--- src/rtl/hash160_pkg.sv ---
// hash160_pkg: shared types and constants for the Hash160 transmit framer
package hash160_pkg;
  localparam int BLOCK_W = 512;
  localparam int DIGEST_W = 160;
  localparam int NUM_BYTES = 64;
  localparam int BCNT_W = 6;
  localparam logic [7:0] START_BYTE = 8'hAA;
  typedef enum logic [2:0] {S_IDLE, S_CRST, S_GAP, S_HDR, S_DATA, S_WAIT} state_e;
endpackage

--- src/rtl/hash160_block_shreg.sv ---
// hash160_block_shreg: 512-bit block register, loads whole and shifts out MSB byte first
module hash160_block_shreg
  import hash160_pkg::*;
(
  input  logic               clk,
  input  logic               rst,
  input  logic               load_i,
  input  logic               shift_i,
  input  logic [BLOCK_W-1:0] data_i,
  output logic [7:0]         msb_o
);
  logic [BLOCK_W-1:0] sh_q;
  always_ff @(posedge clk) begin
    if (rst) sh_q <= '0;
    else if (load_i) sh_q <= data_i;
    else if (shift_i) sh_q <= {sh_q[BLOCK_W-9:0], 8'h00};
  end
  assign msb_o = sh_q[BLOCK_W-1 -: 8];
endmodule

--- src/rtl/hash160_frame_tx.sv ---
// hash160_frame_tx: frames one 512-bit block onto the core's byte stream and captures its digest
module hash160_frame_tx
  import hash160_pkg::*;
#(
  parameter int GAP_CYCLES = 2,
  parameter int TIMEOUT = 1023
) (
  input  logic                clk,
  input  logic                rst,
  input  logic                i_start,
  input  logic [BLOCK_W-1:0]  i_block,
  output logic                o_ready,
  output logic                o_core_rst_n,
  output logic [7:0]          o_text,
  input  logic                i_core_valid,
  input  logic [DIGEST_W-1:0] i_core_answer,
  output logic [DIGEST_W-1:0] o_digest,
  output logic                o_digest_valid,
  output logic                o_timeout
);
  localparam int WW = (TIMEOUT > 1) ? $clog2(TIMEOUT + 1) : 1;
  localparam int CW = (WW > 4) ? WW : 4;
  localparam logic [CW-1:0] GAP_LAST = CW'(GAP_CYCLES - 1);
  localparam logic [CW-1:0] TO_LAST = CW'(TIMEOUT - 1);
  localparam logic [BCNT_W-1:0] BYTE_LAST = BCNT_W'(NUM_BYTES - 1);
  state_e state_q, state_d;
  logic [CW-1:0] cnt_q, cnt_d;
  logic [BCNT_W-1:0] byte_q, byte_d;
  logic vprev_q, ready_q, core_rst_n_q, dv_q, to_q;
  logic [7:0] text_q, msb;
  logic [DIGEST_W-1:0] digest_q;
  logic edge_w, to_hit, dv_d, to_d;
  assign edge_w = i_core_valid & ~vprev_q;
  assign to_hit = (TIMEOUT != 0) && (cnt_q == TO_LAST);
  assign dv_d = (state_q == S_WAIT) && edge_w;
  assign to_d = (state_q == S_WAIT) && !edge_w && to_hit;
  hash160_block_shreg u_shreg (
    .clk    (clk),
    .rst    (rst),
    .load_i (state_q == S_IDLE && i_start),
    .shift_i(state_d == S_DATA),
    .data_i (i_block),
    .msb_o  (msb)
  );
  always_comb begin
    state_d = state_q;
    cnt_d = '0;
    byte_d = (state_q == S_DATA) ? byte_q + 1'b1 : '0;
    case (state_q)
      S_IDLE: state_d = i_start ? S_CRST : S_IDLE;
      S_CRST: state_d = S_GAP;
      S_GAP: begin
        cnt_d = (cnt_q == GAP_LAST) ? '0 : cnt_q + 1'b1;
        state_d = (cnt_q == GAP_LAST) ? S_HDR : S_GAP;
      end
      S_HDR: state_d = S_DATA;
      S_DATA: state_d = (byte_q == BYTE_LAST) ? S_WAIT : S_DATA;
      S_WAIT: begin
        cnt_d = (edge_w || to_hit) ? '0 : cnt_q + 1'b1;
        state_d = (edge_w || to_hit) ? S_IDLE : S_WAIT;
      end
      default: state_d = S_IDLE;
    endcase
  end
  // Outputs are registered from the next state so they line up with the state they describe.
  always_ff @(posedge clk) begin
    if (rst) begin
      state_q <= S_IDLE;
      cnt_q <= '0;
      byte_q <= '0;
      vprev_q <= 1'b1;
      ready_q <= 1'b1;
      core_rst_n_q <= 1'b1;
      text_q <= '0;
      digest_q <= '0;
      dv_q <= 1'b0;
      to_q <= 1'b0;
    end else begin
      state_q <= state_d;
      cnt_q <= cnt_d;
      byte_q <= byte_d;
      vprev_q <= i_core_valid;
      ready_q <= state_d == S_IDLE;
      core_rst_n_q <= state_d != S_CRST;
      text_q <= (state_d == S_HDR) ? START_BYTE : (state_d == S_DATA) ? msb : 8'h00;
      dv_q <= dv_d;
      to_q <= to_d;
      if (dv_d) digest_q <= i_core_answer;
    end
  end
  assign o_ready = ready_q;
  assign o_core_rst_n = core_rst_n_q;
  assign o_text = text_q;
  assign o_digest = digest_q;
  assign o_digest_valid = dv_q;
  assign o_timeout = to_q;
endmodule

--- config.mk ---
export PLATFORM = sky130hd
export DESIGN_NAME = hash160_frame_tx
export DESIGN_NICKNAME = d
export VERILOG_FILES = /design/src/rtl/hash160_pkg.sv /design/src/rtl/hash160_block_shreg.sv /design/src/rtl/hash160_frame_tx.sv
export SDC_FILE = /design/constraint.sdc
export NUM_CORES = 1
export LEC_CHECK = 0
export ABC_AREA = 1
export ABC_CLOCK_PERIOD_IN_PS = 1840
export CORE_AREA = 5 5 323 325
export CTS_BUF_LIST = sky130_fd_sc_hd__clkbuf_16
export DETAILED_ROUTE_END_ITERATION = 7
export DIE_AREA = 0 0 328 330
export GPL_TIMING_DRIVEN = 0
export PLACE_DENSITY = 0.56
export SETUP_SLACK_MARGIN = 0.1
export SYNTH_ARGS = -nofsm -noshare
export SYNTH_HDL_FRONTEND = slang
export SYNTH_SLANG_ARGS = --single-unit
--- constraint.sdc ---
create_clock -name clk -period 1.84 [get_ports clk]
set_clock_uncertainty 0.1 [all_clocks]
set_input_delay 0.552 -clock clk [delete_from_list [all_inputs] [get_ports clk]]
set_output_delay 0.552 -clock clk [all_outputs]
set_load 0.02 [all_outputs]
==> results.yml <==
die:
  core_sq_mm: 0.101
  placementRows: 117
  die_h_um: 330
  die_area_sq_mm: 0.108
  ios: 848
  fp.dieW_um: 328
  start_util_pct: 33.2
detailed_routing:
  antenna_left: 0
  first_iter_violations: 2279
  drc: 0
  via_per_inst: 4.37
  dr.pass1.iters: 6
  wl_per_cell_um: 16.8
  dr_total_vias: 35500
  wirelength_um: 136000
worst_setup_path:
  cp_max_fo: 6
  critical_path_class: "register to register"
  worstSetupStartpointType: "register"
  worstRegToRegCells: 15
  cp-end-kind: "register"
  crit_required_ps: 2290
  crit_arrival_ps: 2580
pwr:
  p_leak_nw: 24.7
  ir_drop_mv: 0.628
  power.density_mw_per_mm2: 905
  power.total_mw: 43.8
sta:
  relSlewSlack_pct: 64.0
  worstMarginPinSlew_ps: 539
  rsz0062_at_grt: "yes"
  setup_viol: 748
  min_period_over_period_pct: 116
  clock.fmax_mhz: 469
  fin_tns_setup_ps: -138680
  slew_violations: 0
  period_minus_slack_ps: 2130
  setup_ws_ps: -293
  hold_viol_final: 0
layout:
  nFillCells: 10900
  drive_gt1_share_pct: 8.23
  nNetsFinal: 7362
  area_growth_pct: 44.0
  final_common_cell: "nand2_1"
  mostFrequentLayoutCells: "2533 x nand2_1, 1328 x nor2_1, 676 x dfxtp_1"
clocking:
  clk_pin_slew_worst_paths_ps: 60
  hold_buffers: 0
  numCtsBuffers: 84
  clock_sinks: 704
  cts_tree: "done"
  root_buffer: "clkbuf_16"
  clockBufferDepth: 3
  insertion_delay_ps: 660
  h-tree-depth: 3
synthesis:
  synth_area_sq_mm: 0.0336
  synth_area_per_cell_sq_um: 5.89
  synthCells: 5706
  syn-num-nets: 6386
  synth_cell_types: 25
  ys_seq_elements: 704
  ys_seq_area_share_pct: 41.9
  synth_warnings: 0
global_routing:
  busiest_layer: "met2"
  grt_util_met2_pct: 40.4
  grtUsageMet3_pct: 5.56
  grt_max_degree: 12
  track_usage_pct: 23.8
  grt_pass1_vias: 33600
  grt_pass1_wl_um: 198000
  antenna_found_initial: 25
  grt_overflow: 0
  met1_usage_pct: 30.1
min_path:
  min_delay_path_depth: 2
  min_path_type: "register to register"
status:
  status: "complete, but fails checks"
  violations: "setup timing"
run:
  maxCapViolCount: 0
placement:
  dp_hpwl_um: 105000
  io_buffer_count: 847
  gp_congestion: 0.915
-- repair_timing --
action	in CTS	in global routing
setup buffers	16	3
resized for setup	608	149
pin swaps	14	40
setup endpoints to repair	873	873
cloned	6	19
-- state kept, by name (all words and copies together) (netlist names), 3 cells and up --
signal	count
o_text	8
byte_q	6
u_shreg.sh_q	512
state_q	3
o_digest	160
cnt_q	10
-- critical path, cell delays in order, from the launching register on --
cell,delay (ps)
dfxtp_4,360
inv_2,60
ha_4,110
nand2_2,50
nor2_2,140
nand3_2,110
nand2_2,110
nand4_4,150
nand2_8,120
buf_12,140
buf_12,130
buf_16,150
clkbuf_16,150
nand2_1,40
nand2_1,70
nor2_1,40
-- synth_stat cells --
master / count / area [sq um]
nand2_1: 2565 / 9630
nor2_1: 1359 / 5100
dfxtp_1: 704 / 14100
inv_1: 520 / 1950
o21ai_0: 161 / 806
buf_2: 156 / 781
clkbuf_1: 131 / 492
buf_1: 23 / 86.3
buf_6: 23 / 259
nand3_1: 19 / 95.1
a21oi_1: 13 / 65.1
inv_2: 6 / 22.5
nor3_1: 6 / 30.0
ha_1: 4 / 50.1
xnor2_1: 4 / 35.0
nor3b_1: 3 / 22.5
a21oi_2: 1 / 8.76
clkinv_1: 1 / 3.75
nand2_4: 1 / 11.3
nand4_4: 1 / 21.3
nor3_2: 1 / 10.0
nor4_1: 1 / 6.26
o211ai_1: 1 / 7.51
o21ai_1: 1 / 5.00
xor2_1: 1 / 8.76
-- area by class of cell --
| cell class | instances | area, sq um | share of cell area, % |
|---|---|---|---|
| antenna | 17 | 42.5 | 0.0879 |
| buffer | 333 | 2560 | 5.29 |
| multi-input combinational | 4142 | 16200 | 33.5 |
| tap | 1368 | 1710 | 3.54 |
| inverter | 527 | 1990 | 4.10 |
| sequential | 704 | 14100 | 29.2 |
| clock inverter | 63 | 369 | 0.763 |
| clock buffer | 86 | 2150 | 4.45 |
| timing repair buffer | 890 | 9220 | 19.1 |
-- logic make-up (layout without fill, tap and decap cells) --
group	count (synthesis)	after routing	synth area share, %
and+or+nand+nor	3956	3956	44.4
buffers and inverters	860	1899	10.7
DFF	704	704	41.9
AOI/OAI and AO/OA	177	177	2.65
xor gates and xnor gates	5	5	0.130
adders and majority gates	4	4	0.149
other	0	17	0
-- per-stage QoR --
stage / cells / hold slack (ps) / area, sq um / util [%] / setup WS, ps
2_1_floorplan: 5706 / 309 / 33800 / - / 33.5
3_3_place_gp: 7921 / 323 / 44000 / 43.5 / -1810
3_5_place_dp: 7921 / 320 / 44000 / 43.5 / -1820
4_1_cts: 8092 / 318 / 47400 / 46.9 / -240
5_1_grt: 8127 / 344 / 48400 / 47.8 / -370
6_report: 8130 / 326 / 48400 / 47.8 / -293
-- path summary, 6_finish.rpt --
path	start	end	slack, ps
min	u_shreg.sh_q[508]$_SDFFE_PP0P_	o_text[4]$_SDFF_PP0_	330
min reg2reg	u_shreg.sh_q[508]$_SDFFE_PP0P_	o_text[4]$_SDFF_PP0_	330
max	cnt_q[0]$_SDFF_PP0_	u_shreg.sh_q[185]$_SDFFE_PP0P_	-290
max reg2reg	cnt_q[0]$_SDFF_PP0_	u_shreg.sh_q[185]$_SDFFE_PP0P_	-290
-- report_power, final --
group,internal [mW],switching (mW),leakage [nW]
logic,4.84,5.87,17.5
clock network,8.84,6.84,1.35
registers,16.7,0.735,5.80
-- routing by layer --
layer | vias up | part of all wire [%]
met2 | 911 | 47
li1 | 18600 | -
met5 | - | 0.059
met1 | 15800 | 44
met3 | 202 | 6.4
met4 | 12 | 3.0
Power figures use the tool's default switching activity.
